### src/rtl/button_pkg.sv
// Shared definitions for the board button / LED blocks.
//   state_t      : debounce FSM states.
//   BOARD_CLK_HZ : board oscillator frequency, used to scale time constants.
package button_pkg;

  typedef enum logic [1:0] {
    IDLE        = 2'd0,
    PRESS_CHK   = 2'd1,
    HELD        = 2'd2,
    RELEASE_CHK = 2'd3
  } state_t;

  localparam int BOARD_CLK_HZ = 27000000;

endpackage

### src/rtl/sync_2ff.sv
// Two-flop synchroniser for a single asynchronous bit.
//   clk : destination clock
//   rst : synchronous active-high reset, loads RESET_VAL into both flops
//   d   : asynchronous input
//   q   : input resynchronised into clk (two cycles of latency)
module sync_2ff #(
  parameter logic RESET_VAL = 1'b0
) (
  input  logic clk,
  input  logic rst,
  input  logic d,
  output logic q
);

  logic [1:0] stage_reg;

  always_ff @(posedge clk) begin
    if (rst) begin
      stage_reg <= {2{RESET_VAL}};
    end else begin
      stage_reg <= {stage_reg[0], d};
    end
  end

  assign q = stage_reg[1];

endmodule

### src/rtl/button_debounce.sv
// Push-button conditioner: synchronises and debounces one raw pin and
// produces clean single-cycle events plus level outputs.
//   clk           : system clock
//   rst           : synchronous active-high reset
//   btn           : raw asynchronous button pin
//   pressed       : debounced level, 1 while held
//   press_pulse   : one-cycle pulse per accepted press
//   release_pulse : one-cycle pulse per accepted release
//   long_pulse    : one-cycle pulse when a hold reaches LONG_CYCLES
//   toggle        : flips on every accepted press
module button_debounce
  import button_pkg::*;
#(
  parameter int DEBOUNCE_CYCLES = BOARD_CLK_HZ / 100,
  parameter int LONG_CYCLES     = BOARD_CLK_HZ,
  parameter bit ACTIVE_LOW      = 1'b1
) (
  input  logic clk,
  input  logic rst,
  input  logic btn,
  output logic pressed,
  output logic press_pulse,
  output logic release_pulse,
  output logic long_pulse,
  output logic toggle
);

  localparam int DW = $clog2(DEBOUNCE_CYCLES);
  localparam int HW = $clog2(LONG_CYCLES + 1);
  localparam logic [DW-1:0] DCNT_LAST = DW'(DEBOUNCE_CYCLES - 1);
  localparam logic [HW-1:0] HCNT_MAX  = HW'(LONG_CYCLES);
  localparam logic [HW-1:0] HCNT_LAST = HW'(LONG_CYCLES - 1);

  logic raw;
  logic s;

  state_t        state_reg, state_next;
  logic [DW-1:0] dcnt_reg, dcnt_next;
  logic [HW-1:0] hcnt_reg, hcnt_next;
  logic          pressed_reg, pressed_next;
  logic          press_reg, press_next;
  logic          release_reg, release_next;
  logic          long_reg, long_next;
  logic          toggle_reg, toggle_next;
  logic          hold_advance;

  // Normalise so that 1 always means "pressed".
  assign raw = btn ^ ACTIVE_LOW;

  sync_2ff #(
    .RESET_VAL(1'b0)
  ) u_sync (
    .clk(clk),
    .rst(rst),
    .d  (raw),
    .q  (s)
  );

  always_comb begin
    state_next   = state_reg;
    dcnt_next    = dcnt_reg;
    hcnt_next    = hcnt_reg;
    press_next   = 1'b0;
    release_next = 1'b0;
    long_next    = 1'b0;
    toggle_next  = toggle_reg;
    hold_advance = 1'b0;

    case (state_reg)
      IDLE: begin
        if (s) begin
          dcnt_next  = '0;
          state_next = PRESS_CHK;
        end
      end
      PRESS_CHK: begin
        if (!s) begin
          state_next = IDLE;
        end else if (dcnt_reg == DCNT_LAST) begin
          state_next  = HELD;
          press_next  = 1'b1;
          toggle_next = ~toggle_reg;
          hcnt_next   = '0;
        end else begin
          dcnt_next = dcnt_reg + 1'b1;
        end
      end
      HELD: begin
        // The hold timer runs every cycle until a release is accepted, so
        // short glitches do not shift the long-press point.
        hold_advance = 1'b1;
        if (!s) begin
          dcnt_next  = '0;
          state_next = RELEASE_CHK;
        end
      end
      RELEASE_CHK: begin
        if (s) begin
          state_next   = HELD;
          hold_advance = 1'b1;
        end else if (dcnt_reg == DCNT_LAST) begin
          state_next   = IDLE;
          release_next = 1'b1;
        end else begin
          dcnt_next    = dcnt_reg + 1'b1;
          hold_advance = 1'b1;
        end
      end
      default: state_next = IDLE;
    endcase

    // Saturating hold counter; the pulse fires only on the step into the
    // saturation value, hence once per press.
    if (hold_advance && (hcnt_reg != HCNT_MAX)) begin
      hcnt_next = hcnt_reg + 1'b1;
      long_next = (hcnt_reg == HCNT_LAST);
    end
  end

  assign pressed_next = (state_next == HELD) || (state_next == RELEASE_CHK);

  always_ff @(posedge clk) begin
    if (rst) begin
      state_reg   <= IDLE;
      dcnt_reg    <= '0;
      hcnt_reg    <= '0;
      pressed_reg <= 1'b0;
      press_reg   <= 1'b0;
      release_reg <= 1'b0;
      long_reg    <= 1'b0;
      toggle_reg  <= 1'b0;
    end else begin
      state_reg   <= state_next;
      dcnt_reg    <= dcnt_next;
      hcnt_reg    <= hcnt_next;
      pressed_reg <= pressed_next;
      press_reg   <= press_next;
      release_reg <= release_next;
      long_reg    <= long_next;
      toggle_reg  <= toggle_next;
    end
  end

  assign pressed       = pressed_reg;
  assign press_pulse   = press_reg;
  assign release_pulse = release_reg;
  assign long_pulse    = long_reg;
  assign toggle        = toggle_reg;

endmodule
### config.mk
export PLATFORM = sky130hd
export DESIGN_NAME = button_debounce
export DESIGN_NICKNAME = d
export VERILOG_FILES = /design/src/rtl/button_pkg.sv /design/src/rtl/sync_2ff.sv /design/src/rtl/button_debounce.sv
export SDC_FILE = /design/constraint.sdc
export NUM_CORES = 1
export LEC_CHECK = 0
export ABC_CLOCK_PERIOD_IN_PS = 1900
export BUFFER_PORTS_ARGS = -buffer_cell sky130_fd_sc_hd__buf_4
export CAP_MARGIN = 20
export CORE_MARGIN = 1.5
export CORE_UTILIZATION = 40
export DETAILED_ROUTE_END_ITERATION = 12
export GPL_ROUTABILITY_DRIVEN = 0
export SLEW_MARGIN = 15
export SYNTH_ARGS = -nofsm -noshare
export SYNTH_HDL_FRONTEND = slang
export SYNTH_HIERARCHICAL = 1
export SYNTH_SLANG_ARGS = --single-unit
### constraint.sdc
create_clock -name clk -period 1.9 [get_ports clk]
set_input_delay 0.285 -clock clk [delete_from_list [all_inputs] [get_ports clk]]
set_output_delay 0.285 -clock clk [all_outputs]
set_load 0.02 [all_outputs]
==> flow_summary.json <==
{
  "cp-end-kind": "flip-flop",
  "wl_um": 6600,
  "finalPower_mw": 1.82,
  "critPathMaxStageDelay_ns": 0.39,
  "power_frac_seq": 0.600,
  "cp_top_family": "simple AND/OR/NAND/NOR gates",
  "fin_crit_ns": 1.86,
  "numCtsBuffers": 5,
  "critPathBufInv": 1,
  "dp_cells": 427,
  "synthCells": 297,
  "drive_gt1_frac": 0.332,
  "p_int_mw": 1.41,
  "grt.total_usage": 0.193,
  "routed_via_density": 5.49,
  "dp_hpwl_um": 4400,
  "syn-cell-area_um2": 2570,
  "port-buffer-count": 7,
  "ant_nets": 0,
  "ir_worst_vdd_v": 0.000355,
  "yosys-top-cells-area": "dfxtp_1 41%, nand3_1 4.5%, xor2_1 4.4%",
  "syn_nets": 303,
  "worstHoldStart": "btn",
  "fin_crit_sh": 0.978,
  "initial_core_util": 0.423,
  "synth-seq-cells": 52,
  "crit_path_cell_trace": "nor4_4 -> nand4_4 -> or3_4 -> buf_6 -> a31oi_4 -> a21oi_2 -> mux2i_1",
  "pin_count": 8,
  "synthTopCellsByCount": "52 x dfxtp_1, 30 x nand2_1, 25 x nor2_1",
  "dieArea_um2": 6900,
  "slew_headroom": 0.744,
  "fmax_ghz": 0.538,
  "clock_sinks": 52,
  "critical_path_required_ns": 2.14,
  "post-synth-top-area-fraction": 0.406,
  "grt_overflow_total": 0,
  "drt-initial-drc-count": 205,
  "clk_latency_ns": 0.31,
  "h-tree-depth": 2,
  "swShare": 0.225,
  "p_sw_uw": 409,
  "ys_warn_count": 6,
  "p_comb_frac": 0.034,
  "synthFlopType": "dfxtp_1",
  "drt_pass1_iterations": 4,
  "fp-row-count": 28,
  "drc": 0,
  "die_h_um": 83.1,
  "grt_pass1_wl_um": 10900,
  "cts_buffer_depth": 2,
  "hold_viol_final": 0,
  "finalClockSkew_ns": 0.0103,
  "ys_types": 54,
  "yosys.area.top_type": "dfxtp_1",
  "setup_violations": 0,
  "regToRegStartpoint": "dcnt_reg[4]",
  "hold_path.class": "in2reg",
  "rsz0062_at_grt": "true",
  "synth_edf_count": 0,
  "crit_slowest_cell": "or3_4",
  "critPathMaxFanout": 7,
  "pwr_density_cell_nw_per_um2": 530,
  "ys_seq_area_frac": 0.406,
  "p_leak_nw": 1.28,
  "postSynth.asyncResetShare": 0,
  "dieWidth_um": 83.1,
  "drv_slew": 0,
  "num_vias": 2460,
  "status": "finished, final reports clean",
  "start_kind": "flip-flop",
  "drv_cap": 0,
  "criticalPathCategory": "reg2reg",
  "largest_register_ff_count": 25,
  "root_buffer": "clkbuf_8",
  "antenna_found_initial": 0,
  "startpoint": "dcnt_reg[4]",
  "worst_pin_slew_ns": 0.380,
  "path_clk_slew_ns": 0.10,
  "core_area_um2": 6060,
  "grt_pass1_vias": 2297,
  "cts_tree": "built",
  "arrival_ns": 2.10,
  "synth.most_common_cell": "dfxtp_1",
  "insertedDiodeCount": 0,
  "wl_per_cell_um": 14.7,
  "fin_nets": 378,
  "grt_max_degree": 18,
  "synth.avg_cell_area_um2": 8.64,
  "ctsHoldBuffers": 0,
  "area_growth_pct": 33.9,
  "fin_cells": 448,
  "clock_power_share": 0.365
}
==> power groups by stage <==
stage	clock network (mW)	logic [mW]	registers, mW
after global placement	0	0.0572	1.12
after global routing	0.727	0.0680	1.09
after CTS	0.685	0.0606	1.09
final	0.665	0.0623	1.09
after floorplan	0	0.0291	1.12
after detailed placement	0	0.0571	1.12
==> stage by stage <==
stage / setup TNS (ns) / worst slack [ns] / hold WS (ns) / utilization / area (µm²)
2_1_floorplan: -0.331 / -0.0431 / 0.357 / - / 2580
3_3_place_gp: -1.52 / -0.121 / 0.421 / 0.510 / 3090
3_5_place_dp: -1.86 / -0.140 / 0.427 / 0.510 / 3090
4_1_cts: 0 / 0.00257 / 0.226 / 0.544 / 3300
5_1_grt: -0.194 / -0.0400 / 0.255 / 0.567 / 3440
6_report: 0 / 0.0423 / 0.232 / 0.567 / 3440
==> metal layers <==
layer | up-vias | GRT usage | share of wire
li1 | 1245 | - | -
met1 | 1144 | 0.278 | 0.50
met2 | 59 | 0.290 | 0.43
met3 | 12 | 0.0358 | 0.049
met4 | 0 | 0.0652 | 0.020
met5 | - | 0 | 0
==> repair_timing <==
action,in CTS,in global routing
gates resized for setup,11,28
cloned,3,2
setup buffers,5,4
endpoints found under the setup margin,23,22
pin swaps,6,7
==> layout make-up <==
cell class                 instances  area [µm²]
clock buffer                       7        86.3
clock inverter                     1        7.51
fill                             542        2630
inverter                          13        48.8
multi-input combinational        228        1600
sequential                        52        1050
tap                               75        93.8
timing repair buffer              72         552
==> worst paths after layout <==
kind | endpoint | slack, ns | cells past startpoint
hold / removal | u_sync/stage_reg[0] | 0.23 | 3
setup / recovery | hcnt_reg[3] | 0.04 | 7
setup reg to reg | hcnt_reg[3] | 0.04 | 7
hold reg to reg | u_sync/stage_reg[1] | 0.44 | 1
==> layout by cell type (no fill, tap or decap), types with 6 or more instances in the layout <==
cell and n:
nand2_1 29, nand3_1 22, buf_4 69, and3_1 8
o21ai_0 7, nor2_1 24, inv_1 10, clkbuf_8 6
dfxtp_1 45, or3_1 9, nand4_1 8, dfxtp_2 7
xor2_1 13, a21oi_1 16, o21ai_1 9
==> worst min-delay path: cells and delay by family <==
family / cells / cell delay, ns
buffers and inverters: 2 / 0.09
AND/OR/NAND/NOR: 1 / 0.11
==> logic make-up (layout without fill, tap and decap cells) <==
| group | Yosys count | after routing | share of synthesized area |
|---|---|---|---|
| xor+xnor | 17 | 17 | 0.0580 |
| flops | 52 | 52 | 0.406 |
| compound gates | 56 | 57 | 0.144 |
| fa+ha+maj | 3 | 3 | 0.0146 |
| simple gates | 145 | 149 | 0.324 |
| mux | 2 | 2 | 0.00780 |
| buf+inv | 22 | 93 | 0.0458 |
(Power assumes the default switching activity.)
